`config.mk`:
```
export PLATFORM = sky130hd
export DESIGN_NAME = adder_share_arbiter_flat
export DESIGN_NICKNAME = d
export VERILOG_FILES = /design/src/rtl/adder_share_arbiter_if.sv /design/src/rtl/adder_share_arbiter.sv /design/src/flat_wrapper.sv
export SDC_FILE = /design/constraint.sdc
export NUM_CORES = 1
export LEC_CHECK = 0
export BUFFER_PORTS_ARGS = -buffer_cell sky130_fd_sc_hd__buf_4
export CORE_UTILIZATION = 43
export CTS_BUF_LIST = sky130_fd_sc_hd__clkbuf_8
export DETAILED_ROUTE_END_ITERATION = 7
export GPL_TIMING_DRIVEN = 0
export HOLD_SLACK_MARGIN = 0.08
export PLACE_DENSITY = 0.92
export SLEW_MARGIN = 10
export SYNTH_ARGS = -nofsm -noshare
export SYNTH_HDL_FRONTEND = slang
export SYNTH_SLANG_ARGS = --single-unit
```
`constraint.sdc`:
```
create_clock -name clk -period 2.1 [get_ports clk]
set_clock_uncertainty 0.15 [all_clocks]
set_input_delay 0.42 -clock clk [delete_from_list [all_inputs] [get_ports clk]]
set_output_delay 0.42 -clock clk [all_outputs]
set_load 0.03 [all_outputs]
```
`src/rtl/adder_share_arbiter_if.sv`:
```
// Requester-side and shared-adder signals of adder_share_arbiter.
// slave is the arbiter's view; master is the requester/adder side.
interface adder_share_arbiter_if #(
  parameter int NREQ = 4,
  parameter int W    = 9
) ();
  localparam int IDW = (NREQ > 1) ? $clog2(NREQ) : 1;

  logic [NREQ-1:0]   req;
  logic [NREQ*W-1:0] req_a;
  logic [NREQ*W-1:0] req_b;
  logic [NREQ-1:0]   gnt;
  logic [NREQ-1:0]   rsp_valid;
  logic [W:0]        rsp_sum;
  logic [IDW-1:0]    rsp_id;
  logic [W-1:0]      add_in0;
  logic [W-1:0]      add_in1;
  logic [W:0]        add_out;

  modport slave (
    input  req, req_a, req_b, add_out,
    output gnt, rsp_valid, rsp_sum, rsp_id, add_in0, add_in1
  );

  modport master (
    output req, req_a, req_b, add_out,
    input  gnt, rsp_valid, rsp_sum, rsp_id, add_in0, add_in1
  );
endinterface

```
`src/rtl/adder_share_arbiter.sv`:
```
// Round-robin sequencer time-sharing one W-bit adder among NREQ requesters;
// operands are held for ADD_LAT cycles, then the sum returns with a one-cycle pulse.
//
// state  | meaning
// S_IDLE | arbitrate among req, latch winner's operands on the grant edge
// S_WAIT | operands held on the adder, counter runs down to 0
// S_DONE | rsp_valid pulse for the owner of rsp_sum
module adder_share_arbiter #(
  parameter int NREQ    = 4,
  parameter int ADD_LAT = 1,
  parameter int W       = 9
) (
  input  logic                  clk,
  input  logic                  resetn,
  adder_share_arbiter_if.slave  bus,
  output logic                  busy
);
  localparam int IDW = (NREQ > 1) ? $clog2(NREQ) : 1;
  localparam int CW  = (ADD_LAT > 1) ? $clog2(ADD_LAT) : 1;

  typedef enum logic [1:0] {
    S_IDLE = 2'd0,
    S_WAIT = 2'd1,
    S_DONE = 2'd2
  } state_t;

  state_t           state_q;
  state_t           state_d;
  logic [IDW-1:0]   rr_ptr_q;
  logic [IDW-1:0]   ptr_next;
  logic [IDW-1:0]   win;
  logic             win_valid;
  logic [IDW:0]     idx;
  logic [CW-1:0]    cnt_q;
  logic [W-1:0]     add_in0_q;
  logic [W-1:0]     add_in1_q;
  logic [W:0]       rsp_sum_q;
  logic [IDW-1:0]   rsp_id_q;
  logic [NREQ-1:0]  gnt_c;
  logic [NREQ-1:0]  rsp_valid_c;

  always_ff @(posedge clk or negedge resetn) begin
    if (!resetn) begin
      state_q <= S_IDLE;
    end else begin
      state_q <= state_d;
    end
  end

  // Search upward from rr_ptr with wrap; first set bit wins.
  always_comb begin
    win       = '0;
    win_valid = 1'b0;
    idx       = '0;
    for (int i = 0; i < NREQ; i++) begin
      idx = {1'b0, rr_ptr_q} + (IDW+1)'(i);
      if (idx >= (IDW+1)'(NREQ)) begin
        idx = idx - (IDW+1)'(NREQ);
      end
      if (!win_valid && bus.req[idx[IDW-1:0]]) begin
        win_valid = 1'b1;
        win       = idx[IDW-1:0];
      end
    end
    ptr_next = (win == IDW'(NREQ - 1)) ? '0 : win + 1'b1;

    state_d = state_q;
    case (state_q)
      S_IDLE:  if (win_valid) state_d = S_WAIT;
      S_WAIT:  if (cnt_q == '0) state_d = S_DONE;
      S_DONE:  state_d = S_IDLE;
      default: state_d = S_IDLE;
    endcase
  end

  // The counter still holds its load value only in the first WAIT cycle.
  always_comb begin
    gnt_c       = '0;
    rsp_valid_c = '0;
    busy        = (state_q != S_IDLE);
    if (state_q == S_WAIT && cnt_q == CW'(ADD_LAT - 1)) begin
      gnt_c[rsp_id_q] = 1'b1;
    end
    if (state_q == S_DONE) begin
      rsp_valid_c[rsp_id_q] = 1'b1;
    end
  end

  always_ff @(posedge clk or negedge resetn) begin
    if (!resetn) begin
      rr_ptr_q  <= '0;
      cnt_q     <= '0;
      add_in0_q <= '0;
      add_in1_q <= '0;
      rsp_sum_q <= '0;
      rsp_id_q  <= '0;
    end else begin
      case (state_q)
        S_IDLE: begin
          if (win_valid) begin
            add_in0_q <= bus.req_a[win*W +: W];
            add_in1_q <= bus.req_b[win*W +: W];
            rsp_id_q  <= win;
            rr_ptr_q  <= ptr_next;
            cnt_q     <= CW'(ADD_LAT - 1);
          end
        end
        S_WAIT: begin
          if (cnt_q == '0) begin
            rsp_sum_q <= bus.add_out;
          end else begin
            cnt_q <= cnt_q - 1'b1;
          end
        end
        default: ;
      endcase
    end
  end

  assign bus.gnt       = gnt_c;
  assign bus.rsp_valid = rsp_valid_c;
  assign bus.rsp_sum   = rsp_sum_q;
  assign bus.rsp_id    = rsp_id_q;
  assign bus.add_in0   = add_in0_q;
  assign bus.add_in1   = add_in1_q;
endmodule

```
`src/flat_wrapper.sv`:
```
// flat-port wrapper written by rule: the top's interface ports become plain ports
module adder_share_arbiter_flat 
#(
  parameter int NREQ    = 4,
  parameter int ADD_LAT = 1,
  parameter int W       = 9
)
  (clk, resetn, busy, bus_req, bus_req_a, bus_req_b, bus_add_out, bus_gnt, bus_rsp_valid, bus_rsp_sum, bus_rsp_id, bus_add_in0, bus_add_in1);
  adder_share_arbiter_if #(.NREQ(NREQ), .W(W)) bus_i ();
  input  logic clk;
  input  logic resetn;
  output logic busy;
  input wire logic [$bits(bus_i.req)-1:0] bus_req;
  input wire logic [$bits(bus_i.req_a)-1:0] bus_req_a;
  input wire logic [$bits(bus_i.req_b)-1:0] bus_req_b;
  input wire logic [$bits(bus_i.add_out)-1:0] bus_add_out;
  output wire logic [$bits(bus_i.gnt)-1:0] bus_gnt;
  output wire logic [$bits(bus_i.rsp_valid)-1:0] bus_rsp_valid;
  output wire logic [$bits(bus_i.rsp_sum)-1:0] bus_rsp_sum;
  output wire logic [$bits(bus_i.rsp_id)-1:0] bus_rsp_id;
  output wire logic [$bits(bus_i.add_in0)-1:0] bus_add_in0;
  output wire logic [$bits(bus_i.add_in1)-1:0] bus_add_in1;
  assign bus_i.req = bus_req;
  assign bus_i.req_a = bus_req_a;
  assign bus_i.req_b = bus_req_b;
  assign bus_i.add_out = bus_add_out;
  assign bus_gnt = bus_i.gnt;
  assign bus_rsp_valid = bus_i.rsp_valid;
  assign bus_rsp_sum = bus_i.rsp_sum;
  assign bus_rsp_id = bus_i.rsp_id;
  assign bus_add_in0 = bus_i.add_in0;
  assign bus_add_in1 = bus_i.add_in1;
  adder_share_arbiter #(.NREQ(NREQ), .ADD_LAT(ADD_LAT), .W(W)) u_core (.clk(clk), .resetn(resetn), .bus(bus_i), .busy(busy));
endmodule
```
After elaboration in Yosys (flattened, before gate mapping)

Cells that the tools add are included.

Order comparisons: 10
Bitwise gates (word level): 1
Multiply operators: 1
Add/subtract/negate cells: 9
Multiplexer cells: 31
Equal/unequal tests: 5
Reduce and logical (&&, ||, !) cells: 15
Shift operators: 2

Operator list:

| cell                                                        | number |
|---|---|
| indexed part select 36 x 7 -> 9 bit                         | 2 |
| two-way mux 2 bit                                           | 11 |
| less-than comparator 2 x 3 -> 1 bit (second input constant) | 5 |
| two-way mux 1 bit                                           | 11 |
| >= comparator 3 bit (second input constant)                 | 3 |
| binary-select mux 1 bit (select 2 bit)                      | 4 |
| two-way mux 4 bit                                           | 2 |
| AND reduction 2 bit                                         | 4 |
| subtractor 2 x 1 -> 2 bit (second input constant)           | 4 |
| adder 2 x 2 -> 3 bit (second input constant)                | 2 |
| multiplier 2 x 4 -> 6 bit (second input constant)           | 1 |
| logical AND 1 bit                                           | 5 |
| equality test 2 bit (second input constant)                 | 2 |
| case mux 2 bit (2 select lines)                             | 1 |
| nonzero test 2 bit                                          | 2 |
| adder 2 x 1 -> 3 bit (second input constant)                | 1 |
| >= comparator 2 x 3 -> 1 bit (second input constant)        | 1 |
| logical NOT 1 bit                                           | 3 |
| adder 2 x 1 -> 2 bit (second input constant)                | 1 |
| demux 1 bit (select 2 bit)                                  | 1 |
| equality test 2 x 1 -> 1 bit (second input constant)        | 1 |
| >= comparator 2 x 1 -> 1 bit (second input constant)        | 1 |
| logical NOT 2 bit                                           | 1 |
| != test 2 x 1 -> 1 bit (second input constant)              | 1 |
| other kinds (4)                                             | 4 |

Output and inout bits: 39
Input port bits: 88
Register bits: 35

Logic depth before layout (Yosys ltp)

Gate-level depths: netlist of the first run.

Word-level depth: 16
Mapped depth: 7
Depth with buffers taken out: 5

Least setup slack after synthesis of the first run

Ideal clock, no wire load.

Kind: reg2out
Start point: register u_core.state_q[1]
End point: output port bus_gnt[0]
Data required time: 1530 ps
Cell stages (with the launch flop): 4
Data arrival time: 1433 ps
Buffers on the path: 1
Slack: 97 ps
Cell sequence: dfrtp_1 > nand2b_1 > clkbuf_1 > nor3_1

Word-level cells in the longest chain between the ends: 3

Ends and longest elaborated chain:

| element                      | RTL line                  | source |
|---|---|---|
| start: declaration           | adder_share_arbiter.sv:27 | `state_t state_q;` |
| start signal: assignment     | adder_share_arbiter.sv:46 | `state_q <= state_d;` |
| equality test 2 x 1 -> 1 bit | adder_share_arbiter.sv:81 | `if (state_q == S_WAIT && cnt_q == CW'(ADD_LAT - 1)) begin` |
| logical AND 1 bit            | adder_share_arbiter.sv:81 |  |
| two-way mux 4 bit            | adder_share_arbiter.sv:81 |  |
| end: declaration             | flat_wrapper.sv:17        | `output wire logic [$bits(bus_i.gnt)-1:0] bus_gnt;` |

Every way passes these cells.

Worst setup path in the final report of the first run

Same ends and word-level chain as after synthesis.

==> impl.org, run 1 <==
** Routing
- After detailed routing, the average wire length per cell comes to 15.66 µm.
- Number of DRC markers in iteration 0 :: 107
- After detailed routing, the total wire length is 5.903 mm.
- Via-to-Cell Ratio :: 5.191
- Post-route ant nets :: 0
- The detailed router placed 1957 vias in this run.
- After detailed routing, the number of remaining DRC violations is 0.
- The first detailed-routing pass took 4 iterations.

** Placement
- Cells after DPL :: 368
- Routability-driven placement finished with a final weighted congestion of 0.8034.
- Number of input and output port buffers inserted :: 126
- After legalization and detailed placement, the total HPWL measured 4.642 mm.

** Timing
- The final-report max-slew violation count was 0.
- RSZ-0062 raised after global routing :: false
- For this run, the top clock speed supported by timing is 0.4964 GHz.
- Max-slew headroom at the worst pin :: 70.41%
- Minimum period implied by the final worst setup slack :: 2.015 ns
- Hold_ws :: 0.1859 ns
- For the pin with the worst max-slew slack, the measured transition is 0.4439 ns.
- Setup-violating endpoint count in the final report :: 0
- In the finished design, the share of the clock period the worst path needs comes to 95.93%.
- In the final timing run, aggregate negative setup slack is 0 ns.
- Count of final hold-check violations :: 0

** Yosys
- Synth Area in Simple Gates :: 16.77%
- The synthesized netlist devotes 0% of its cell area to adder and majority cells.
- Multiplexer share of the synthesized area :: 19.76%
- Area fraction of the dominant cell type after synthesis :: 45.24%
- Ranked by total cell area, the synthesized netlist is headed by sky130_fd_sc_hd__dfrtp_1 (45%), sky130_fd_sc_hd__mux2i_1 (19%), sky130_fd_sc_hd__nand2_1 (11%), sky130_fd_sc_hd__o221ai_1 (7.9%), sky130_fd_sc_hd__buf_6 (3.6%).
- After synthesis the cells add up to 0.001881 mm².
- Counting flops and latches in the post-synthesis netlist gives 34.
- Gate count of the mapped netlist :: 192
- After Yosys synthesis, XOR and XNOR cells account for 0% of the synthesized area.
- Yosys warnings :: 0
- Dividing the synthesized area by the synthesized cell count gives 9.795 µm².
- Summing the areas of all compound-gate instances in the mapped netlist gives 12.51% of the synthesized area.
- Combinational family with the most area after synthesis :: multiplexers
- Sequential cells were found to cover 45.24% of the synthesized design area.
- Counting distinct cell types in the post-synthesis netlist gives 24.
- Area leader, netlist :: sky130_fd_sc_hd__dfrtp_1
- Counting every net in the synthesized netlist gives 280.

** Cells and area
- The repair_antennas step left the layout with diodes totalling 0.
- Final cell count without fillers :: 377
- Leaving out fill and tap cells, the most frequent cell in the layout is sky130_fd_sc_hd__buf_4.
- The net count of the finished layout is 414.
- Share of post-route cells with drive strength above 1 :: 44.34%
- Most frequent cells in the layout :: sky130_fd_sc_hd__buf_4 (126), sky130_fd_sc_hd__nand2_1 (53), sky130_fd_sc_hd__mux2i_1 (36)
- Post-synthesis to final-layout area growth :: 59.21%
- Cells fill 73.27% of the core in the end.

** Global route
- Global routing finished with a remaining overflow of 0.
- Entering global routing, the biggest net connects 35 pins.
- Wire length of the first global-routing pass :: 8.756 mm
- The number of antenna violations at the first check in global routing was 0.
- Total track usage :: 26.02%
- The number of global-route vias before repair was 1893.

** Job
- The tool flagged a number of max-cap violations equal to 0.

** Die
- Core area :: 0.004086 mm²
- Number of I/O pins :: 127
- The floorplan step set the die width to 68.13 µm.
- Area enclosed by the die boundary :: 0.004642 mm²
- For this configuration, the core starts out at a cell density of 46.02%.
- Row count :: 23
- Floorplan die height :: 68.13 µm

** Worst setup path
- Crit-path max cell delay :: 0.38 ns
- Worst setup EP type :: output pin
- By startpoint and endpoint, the worst setup path is classified as reg2out.
- The critical path contains buffers and inverters numbering 2 combined.
- In this run the register-to-register setup slack is 0.12 ns.
- Arrival time at the worst endpoint :: 1.44 ns
- The signal on the critical path passes through nand2b_1, clkbuf_4, nor3_1, buf_4.
- STA puts the critical path data required time at 1.53 ns.
- For this design, the slowest cell found on the critical path is sky130_fd_sc_hd__dfrtp_1.
- Kind of launch point of the worst setup path :: register
- The cell family contributing the most delay on the critical path is buffers and inverters.
- Crit-path max FO :: 10

** Worst hold path
- The path class of the tightest hold or removal check is in2reg.

** Clocking
- After clock tree synthesis, the setup repair step added 0 buffers.
- The clock tree synthesis step divided the H-tree into 2 levels.
- The root buffer cell chosen for the clock tree is sky130_fd_sc_hd__clkbuf_8.
- CTS clock-pin slew for the worst setup and hold paths :: 0.06 ns
- CTS Buffer Depth :: 2
- For this design, the sink count on the clock tree is 34.
- TritonCTS built the clock tree.
- Total CTS buffers :: 5
- For the worst-skew pair, the clock arrives at the later sink with an insertion delay of 0.27 ns.

** Pwr
- Peak VDD IR :: 0.8909 mV
- In this run the static leakage power is 1.629 nW.
- Dividing total power by cell area gives a power density of 1494 mW/mm².

** Status
- Result of the run :: complete, no violations
[synth_stat cells (all sizes together)]
library cell / instances
clkbuf: 4
o31ai: 1
nor3: 2
buf: 8
o21ai: 5
nor4: 1
a21o: 1
o221ai: 18
o22ai: 2
nand2: 54
inv: 4
dfrtp: 34
a21oi: 2
or2b: 1
or2: 3
nor2: 8
nor2b: 1
mux2: 1
mux2i: 36
a211o: 1
nand2b: 5
[registers in the layout (all words and copies together) (netlist names)]
name / count
u_core.bus.add_in0: 9
u_core.bus.add_in1: 9
u_core.bus.rsp_sum: 10
u_core.state_q: 2
u_core.bus.rsp_id: 2
u_core.rr_ptr_q: 2
[metrics by stage]
stage          setup WS (ns)  instance area [µm²]  power, mW
3_5_place_dp       -0.004114                 2889      4.000
4_1_cts              0.05556                 2992      4.496
2_1_floorplan        0.09664                 1881      2.994
3_3_place_gp         0.04076                 2889      3.913
6_report             0.08544                 2994      4.473
5_1_grt             0.001401                 2994      4.747
[metal layers]
layer | track usage [%] | vias to the layer above | share of wire (%)
met2 | 44.24 | 67 | 55
li1 | - | 943 | -
met4 | 11.20 | 0 | 1.5
met1 | 32.04 | 939 | 39
met5 | 0 | - | 0
met3 | 4.667 | 8 | 4.6
[report_power, final]
part	leakage (nW)	internal (mW)	switching, mW
Combinational	1.16	1.13	1.64
Sequential	0.418	0.988	0.229
Clock	0.0524	0.259	0.223
Total	1.63	2.38	2.09
[final timing paths]
path	start	endpoint	cells past startpoint
max	u_core.state_q[1]$_DFFE_PN0P_	bus_gnt[0]	4
min	bus_add_out[3]	u_core.bus.rsp_sum[3]$_DFFE_PN0P_	3
max reg2reg	u_core.rr_ptr_q[0]$_DFFE_PN0P_	u_core.bus.add_in0[1]$_DFFE_PN0P_	7
min reg2reg	u_core.bus.rsp_sum[1]$_DFFE_PN0P_	u_core.bus.rsp_sum[1]$_DFFE_PN0P_	2
max in group asynchronous	resetn	u_core.bus.add_in1[7]$_DFFE_PN0P_	2
min in group asynchronous	resetn	u_core.bus.rsp_sum[9]$_DFFE_PN0P_	2
[layout make-up]
cell class | instances | area, µm²
well taps | 50 | 62.56
flip-flops and latches | 34 | 850.8
fillers | 329 | 1092
multi-input cells | 142 | 922.1
inverters | 4 | 15.01
clock buffers | 6 | 82.58
clock inverters | 2 | 8.758
plain buffers | 12 | 96.34
repair buffers | 127 | 955.9
[timing repair]
item                       4_1_cts  5_1_grt
setup endpoints to repair        1        1
gates resized for setup          1        2
hold endpoints to repair        34        0
hold buffers                     1        0
[worst reg2reg max path, stage by stage (launching register included)]
cell and delay (ns):
sky130_fd_sc_hd__dfrtp_1 0.43, sky130_fd_sc_hd__nand2b_1 0.21, sky130_fd_sc_hd__a21oi_1 0.14, sky130_fd_sc_hd__a211o_1 0.15, sky130_fd_sc_hd__buf_6 0.18, sky130_fd_sc_hd__buf_6 0.20, sky130_fd_sc_hd__mux2i_1 0.24, sky130_fd_sc_hd__o221ai_1 0.16
[logic make-up (layout without fill, tap and decap cells)]
kind of cell	after synthesis	count (layout)
and+or+nand+nor	75	75
muxes	37	37
DFF	34	34
AOI/OAI and AO/OA	30	30
buffers and inverters	16	151
No activity file was read; power rests on OpenSTA's default activity.
==> run 2, diff against run 1 <==
--- a/config.mk
+++ b/config.mk
@@ -5,13 +5,13 @@
 export SDC_FILE = /design/constraint.sdc
 export NUM_CORES = 1
 export LEC_CHECK = 0
-export BUFFER_PORTS_ARGS = -buffer_cell sky130_fd_sc_hd__buf_4
-export CORE_UTILIZATION = 43
+export CORE_UTILIZATION = 59
 export CTS_BUF_LIST = sky130_fd_sc_hd__clkbuf_8
 export DETAILED_ROUTE_END_ITERATION = 7
+export DONT_BUFFER_PORTS = 1
 export GPL_TIMING_DRIVEN = 0
 export HOLD_SLACK_MARGIN = 0.08
-export PLACE_DENSITY = 0.92
+export PLACE_DENSITY = 0.88
 export SLEW_MARGIN = 10
 export SYNTH_ARGS = -nofsm -noshare
 export SYNTH_HDL_FRONTEND = slang
==> constraint.sdc (replaced) <==
create_clock -name clk -period 1.8 [get_ports clk]
set_clock_uncertainty 0.15 [all_clocks]
set_input_delay 0.36 -clock clk [delete_from_list [all_inputs] [get_ports clk]]
set_output_delay 0.36 -clock clk [all_outputs]
set_load 0.03 [all_outputs]
==> impl.org, run 2 (same netlist as run 1, synthesis figures left out) <==
** Clocking
- CTS Buffer Depth :: 2 (unchanged)
- The register clock-pin slew on the reported worst setup and hold paths was 0.07 ns (about the same).
- TritonCTS clock tree :: built
- The clock latency of the later-clocked register in the worst-skew pair came to 0.29 ns (+0.02 ns).
- The tree is rooted in a sky130_fd_sc_hd__clkbuf_8.
- Clock H-tree levels :: 2 (unchanged)
- The total CTS buffers was 5 (unchanged).
- CTS sink cnt :: 34 (unchanged)

** Global route
- Busiest layer in global routing :: met2
- Largest net degree at the start of global routing :: 35 (unchanged)
- Final global-route overflow total :: 0 (unchanged)
- The wire length of the first global-routing pass was 8.107 mm (-7.4%).
- Initial antenna violation count :: 0 (unchanged)
- Via count of the first global-routing pass :: 1656 (-13%)
- Global-route met2 utilization :: 56.81% (+13 points)
- GR Layer Usage met3 :: 6.813% (+2.1 points)
- The total routing resource utilization after global routing was 32.88% (+6.9 points).
- Global-route met1 utilization :: 39.28% (+7.2 points)

** Routing
- The routed wire length was 5.808 mm (-1.6%).
- Via Count :: 1690 (-14%)
- The number of DRC markers in iteration 0 is 136 (+27%).
- Via-to-Cell Ratio :: 6.330 (+22%)
- The total DRC errors in the routed layout is 0 (unchanged).
- DR pass1 iterations :: 5 (+1)
- The remaining antenna violation count came to 0 (unchanged).
- Final routed wire length divided by cell count :: 21.75 µm (+39%)

** Pwr
- The overall power came to 5.544 mW (+24%).
- The sequential power share is 39.9% (+13 points).
- The part of the total power dissipated in the clock network came to 12.5% (+1.7 points).
- The switching power was 2.700 mW (+29%).
- Areal power density over the cells :: 2167 mW/mm² (+45%)
- The leakage power was 1.201 nW (-26%).
- Comb power frac :: 47.6% (-14 points)
- The maximum vdd ir drop came to 1.303 mV (+46%).
- The total internal power came to 2.844 mW (+20%).
- Switching share of power :: 48.70% (+1.9 points)

** Placement
- The cell total after placement came to 236 (-36%).
- The post-placement worst setup slack came to -0.2234 ns (-0.2193 ns).
- The final RePlAce weighted congestion came to 0.7215 (-10%).
- Number of input and output port buffers inserted :: 0 (-100%)
- The post-detailed-placement half-perimeter wirelength was 3.371 mm (-27%).

** Cells and area
- Post-synthesis to final-layout area growth :: 36.06%
- Share of post-route cells with drive strength above 1 :: 30.04% (-14 points)
- Most frequent cells in the layout :: sky130_fd_sc_hd__nand2_1 (52), sky130_fd_sc_hd__mux2i_1 (33), sky130_fd_sc_hd__dfrtp_1 (30)
- Final cell count without fillers :: 267 (-29%)
- Max reg flops :: 10 (unchanged)
- Most common library cell in the layout ignoring fill and taps :: sky130_fd_sc_hd__nand2_1
- # fillers :: 171 (-48%)
- Area taken by multi-input logic gates :: 0.001122 mm² (+22%)
- The number of diodes came to 0 (unchanged).
- The final-stage net count is 310 (-25%).
- The sequential cell area in the final layout came to 860.8 µm² (+1.2%).

** Worst setup path
- The worst register-to-register path begins at u_core.state_q[0]$_DFFE_PN0P_.
- STA classifies the critical path startpoint as a register.
- Worst path most repeated cell :: sky130_fd_sc_hd__or2_4
- The delay of the slowest cell on the worst path came to 0.45 ns (+0.07 ns).
- The number of cell instances on the worst register-to-register path came to 6 (-1).
- The critical path goes through or2_4, or2_4, or2_4, buf_6, buf_12, o221ai_2.
- The count of buffering cells on the critical path with inverters included came to 2 (unchanged).
- Reg-to-reg slack, setup :: -0.12 ns (-0.24 ns)
- The slowest stage of the critical path belongs to the cell sky130_fd_sc_hd__dfrtp_2.
- The worst setup path is captured at a register.
- Launching element of the worst setup path :: u_core.state_q[0]$_DFFE_PN0P_
- The required arrival time at the worst endpoint came to 1.86 ns (+0.33 ns).
- Class of the most critical setup path :: reg2reg
- The critical path arrival is 1.98 ns (+0.54 ns).
- The worst register-to-register path ends at u_core.bus.add_in0[8]$_DFFE_PN0P_.
- Family with the most delay on the worst path :: simple AND/OR/NAND/NOR gates
- Crit-path max FO :: 10 (unchanged)

** Timing
- Count of final hold-check violations :: 0 (unchanged)
- The transition time at the pin with the least slew margin was 0.4210 ns (-0.02287 ns).
- Setup repair after global routing could not meet its margin everywhere.
- The headroom to the max-slew limit came to 71.93% (+1.5 points).
- The worst hold margin came to 0.1479 ns (-0.03796 ns).
- The final-report max-slew violation count was 0 (unchanged).
- For this run, the top clock speed supported by timing is 0.5218 GHz.
- Setup-violating endpoint count in the final report :: 24 (+24)
- Worst Setup Slack, final :: -0.1163 ns (-0.2017 ns)
- Subtracting the final worst setup slack from the clock period gives 1.916 ns.
- Ratio of final minimum period to clock period :: 106.5%

** Die
- The area of the die came to 0.003417 mm² (-26%).
- Starting Density :: 62.11% (+16 points)
- Row count :: 20 (-13%)
- Number of I/O pins :: 127 (unchanged)
- The core area is 0.003028 mm² (-26%).
- Die X :: 58.46 µm (-14%)
- The die outline height was 58.46 µm (-14%).

** Worst hold path
- Count of cells along the worst hold path :: 2 (-1)
- Startpoint of the lowest-slack hold path :: bus_req_b[17]
- For hold timing, the worst endpoint is u_core.bus.add_in1[8]$_DFFE_PN0P_.
- Worst hold path type :: in2reg

** Status
- Result of the run :: finished with violations
- The final reports fail on negative setup slack.

** Job
- Number of maximum-capacitance constraint violations :: 0 (unchanged)
run 2: changes by cell type in the layout (fill, tap and decap cells not counted), sizes merged:
cell / delta
buf: -113
bufinv: +1
clkbuf: -2
clkinv: +1
dlygate4sd3: +10
inv: -1
run 2: worst max path at each step:
stage	to	cells past startpoint
after floorplan	u_core.bus.add_in0[0]$_DFFE_PN0P_	7
after global placement	u_core.bus.add_in1[7]$_DFFE_PN0P_	7
after detailed placement	u_core.bus.add_in1[8]$_DFFE_PN0P_	7
after CTS	u_core.bus.add_in0[8]$_DFFE_PN0P_	6
after global routing	u_core.bus.add_in1[7]$_DFFE_PN0P_	7
final	u_core.bus.add_in0[8]$_DFFE_PN0P_	6
run 2: timing repair:
action / CTS / global route
pin swaps: 10 / 10
hold buffers: 12 / 0
buffers inserted: 9 / 1
gates cloned: 2 / 1
endpoints found under the hold margin: 44 / 0
setup endpoints to repair: 28 / 29
gates resized for setup: 54 / 19
run 2: final cells by class:
cell class / instances / area share, %
clock buffer: 5 / 2.689
buffer: 10 / 4.548
clock inverter: 3 / 1.565
tap: 44 / 2.152
inverter: 4 / 0.5868
sequential: 34 / 33.64
multi-input combinational: 142 / 43.86
timing repair buffer: 25 / 10.95
run 2: per-layer routing:
layer  routed length [µm]  part of all wire (%)
met5                    0                     0
met4                  182                   3.1
met3                  378                   6.5
met2                 3081                    53
met1                 2166                    37
run 2: metrics by stage:
stage | cell area (µm²) | setup TNS, ns | util (%)
floorplan | 1888 | -0.3231 | -
global placement | 1943 | -2.151 | 64.17
detailed placement | 1943 | -3.141 | 64.17
CTS | 2499 | -1.150 | 82.52
global route | 2559 | -2.744 | 84.50
finish | 2559 | -1.507 | 84.50
run 2: power by group through the flow:
stage	Combinational, mW	Clock (mW)	Sequential, mW
5_1_grt	2.82	0.731	2.23
3_3_place_gp	1.68	0	2.11
3_5_place_dp	1.78	0	2.13
2_1_floorplan	1.48	0	2.03
4_1_cts	2.48	0.687	2.16
6_report	2.64	0.692	2.21
==> run 3, diff against run 2 <==
--- a/config.mk
+++ b/config.mk
@@ -12,6 +12,7 @@
 export GPL_TIMING_DRIVEN = 0
 export HOLD_SLACK_MARGIN = 0.08
 export PLACE_DENSITY = 0.88
+export SKIP_LAST_GASP = 1
 export SLEW_MARGIN = 10
 export SYNTH_ARGS = -nofsm -noshare
 export SYNTH_HDL_FRONTEND = slang
==> impl.org, run 3 (same netlist as run 1, synthesis figures left out) <==
** Pwr
- The power per cell area was 2162 mW/mm² (-0.23%).
- The maximum vdd ir drop is 1.351 mV (+3.7%).
- Leakage power of the design :: 1.197 nW (-0.27%)
- Post-layout total power :: 5.491 mW (-0.96%)

** Routing
- The number of vias after detailed routing is 1695 (+0.30%).
- Via-to-Cell Ratio :: 6.348 (+0.30%)
- Number of design rule violations left after detail routing :: 0 (unchanged)
- Number of DRC markers in iteration 0 :: 93 (-32%)
- Post-route ant nets :: 0 (unchanged)
- Final routed wire length divided by cell count :: 21.03 µm (-3.3%)
- The routed wire length came to 5.616 mm (-3.3%).
- The total iterations of the first detailed-routing run is 4 (-1).

** Timing
- The final-report max-slew violation count is 0 (unchanged).
- Setup repair after global routing could not meet its margin everywhere.
- F_max :: 0.5205 GHz (-0.25%)
- Worst Setup Slack, final :: -0.1211 ns (-0.004777 ns)
- The post-route fraction of the period consumed by the critical path was 106.7% (+0.27 points).
- Max-slew headroom at the worst pin :: 72.05% (+0.12 points)
- Transition time at the pin with the least slew margin :: 0.4193 ns (-0.001737 ns)
- Minimum period implied by the final worst setup slack :: 1.921 ns (+0.004777 ns)
- The number of setup violations in the final report was 21 (-13%).
- The worst hold margin was 0.1504 ns (+0.002506 ns).
- The count of endpoints failing hold in the final timing report was 0 (unchanged).

** Clocking
- CTS clock-pin slew for the worst setup and hold paths :: 0.07 ns (about the same)
- TritonCTS clock tree :: built
- Clock H-tree levels :: 2 (unchanged)
- Clk Latency, worst-skew pair :: 0.29 ns (about the same)
- The maximum count of clock buffers along a single path came to 2 (unchanged).
- The root buffer cell chosen for the clock tree is sky130_fd_sc_hd__clkbuf_8.
- Total CTS buffers :: 5 (unchanged)
- CTS sink cnt :: 34 (unchanged)

** Die
- Core area :: 0.003028 mm² (unchanged)
- Row count :: 20 (unchanged)
- Number of I/O pins :: 127 (unchanged)
- The die outline height was 58.46 µm (unchanged).
- Area enclosed by the die boundary :: 0.003417 mm² (unchanged)
- The die extent in x is 58.46 µm (unchanged).
- The starting density of the core is 62.11% (unchanged).

** Worst hold path
- In this run the most critical hold path is launched from bus_req_b[12].
- In this run the worst hold path is classified as in2reg.
- The worst hold path terminates at u_core.bus.add_in1[3]$_DFFE_PN0P_.
- Count of cells along the worst hold path :: 2 (unchanged)

** Status
- Result of the run :: finished with violations
- Violations in the final reports :: negative setup slack

** Worst setup path
- The critical path in this run is classified as reg2reg.
- Worst setup EP type :: register
- Required time reported for the critical path endpoint :: 1.86 ns (about the same)
- The count of buffering cells on the critical path with inverters included came to 2 (unchanged).
- Launching element of the worst setup path :: u_core.state_q[0]$_DFFE_PN0P_
- Kind of launch point of the worst setup path :: register
- Reg-to-reg slack, setup :: -0.12 ns (about the same)
- Crit-path max FO :: 10 (unchanged)
- The endpoint identified for the worst register-to-register timing path is u_core.bus.add_in1[6]$_DFFE_PN0P_.
- Worst reg2reg path depth :: 6 (unchanged)
- R2R Path Start :: u_core.state_q[0]$_DFFE_PN0P_
- Cell with the largest stage delay on the worst path :: sky130_fd_sc_hd__dfrtp_2
- Crit-path max cell delay :: 0.44 ns (about the same)
- Ordered cell list for the critical path :: or2_4, or2_4, or2_4, buf_6, buf_12, o221ai_1
- The critical path arrival came to 1.98 ns (about the same).
- In this design, the critical path's most frequently occurring cell is sky130_fd_sc_hd__or2_4.
- Family with the most delay on the worst path :: simple AND/OR/NAND/NOR gates

** Global route
- Final global-route overflow total :: 0 (unchanged)
- Largest net degree at the start of global routing :: 35 (unchanged)
- The number of antenna violations at the first check in global routing came to 0 (unchanged).
- Total track usage :: 32.59% (-0.28 points)
- Wire length of the first global-routing pass :: 8.059 mm (-0.59%)
- Via count of the first global-routing pass :: 1628 (-1.7%)

** Placement
- The cell total after placement came to 236 (unchanged).
- The post-detailed-placement half-perimeter wirelength came to 3.371 mm (unchanged).
- The count of buffers inserted at the top-level ports came to 0 (unchanged).
- Setup WS pre-CTS :: -0.2234 ns (unchanged)
- The final RePlAce weighted congestion came to 0.7215 (unchanged).

** Cells and area
- The library cell used most frequently in the layout, excluding fill and tap cells, is sky130_fd_sc_hd__nand2_1.
- Most frequent cells in the layout :: sky130_fd_sc_hd__nand2_1 (52), sky130_fd_sc_hd__mux2i_1 (33), sky130_fd_sc_hd__dfrtp_1 (30)
- # fillers :: 171 (unchanged)
- The sequential cell area in the final layout was 860.8 µm² (unchanged).
- Final cell count without fillers :: 267 (unchanged)
- The number of diodes came to 0 (unchanged).
- Number of nets in the layout :: 310 (unchanged)
- The flip-flop count of the largest register, all copies and words added came to 10 (unchanged).
- The fraction of final layout cells with drive strength greater than 1 was 29.60% (-0.45 points).
- The area of the multi-input gates came to 0.001107 mm² (-1.3%).
- Post-synthesis to final-layout area growth :: 35.06%

** Job
- Number of maximum-capacitance constraint violations :: 0 (unchanged)
## run 3: repair_timing
item,in CTS,in global routing
endpoints found under the hold margin,44,0
buffers inserted,9,1
pin swaps,10,10
hold buffers,12,0
resized for setup,53,17
gates cloned,2,1
setup endpoints to repair,28,29
## run 3: worst register-to-register path: stages (launching register included)
cell                       delay (ns)
sky130_fd_sc_hd__dfrtp_2         0.44
sky130_fd_sc_hd__or2_4           0.31
sky130_fd_sc_hd__or2_4           0.27
sky130_fd_sc_hd__or2_4           0.25
sky130_fd_sc_hd__buf_6           0.14
sky130_fd_sc_hd__buf_12          0.14
sky130_fd_sc_hd__o221ai_1        0.14
## run 3: final cells by class
cell class	count	share of cell area, %
multi-input cells	142	43.60
flip-flops and latches	34	33.89
repair buffers	25	10.89
plain buffers	10	4.581
clock buffers	5	2.709
well taps	44	2.167
clock inverters	3	1.576
inverters	4	0.5911
## run 3: worst max path at each step
stage	endpoint	cells after the start	slack [ns]
floorplan	u_core.bus.add_in0[0]$_DFFE_PN0P_	7	-0.04
global placement	u_core.bus.add_in1[7]$_DFFE_PN0P_	7	-0.14
detailed placement	u_core.bus.add_in1[8]$_DFFE_PN0P_	7	-0.22
CTS	u_core.bus.add_in1[6]$_DFFE_PN0P_	6	-0.09
global route	u_core.bus.add_in1[7]$_DFFE_PN0P_	7	-0.17
finish	u_core.bus.add_in1[6]$_DFFE_PN0P_	6	-0.12
## run 3: where the power goes
group	switching, mW	internal, mW
sequential	1.04	1.16
combinational	1.34	1.25
clock	0.284	0.407
## run 3: per-stage QoR
stage          cell area (µm²)  util [%]  setup TNS [ns]
4_1_cts                   2492     82.31          -1.166
3_3_place_gp              1943     64.17          -2.151
6_report                  2540     83.88          -1.236
2_1_floorplan             1888         -         -0.3231
3_5_place_dp              1943     64.17          -3.141
5_1_grt                   2540     83.88          -2.659
## run 3: routing by layer
layer | global-route usage, % | vias up | part of all wire [%]
li1 | - | 743 | -
met5 | 0 | - | 0
met3 | 7.033 | 19 | 7.2
met1 | 38.99 | 827 | 37
met4 | 14.29 | 0 | 3.1
met2 | 56.65 | 106 | 52
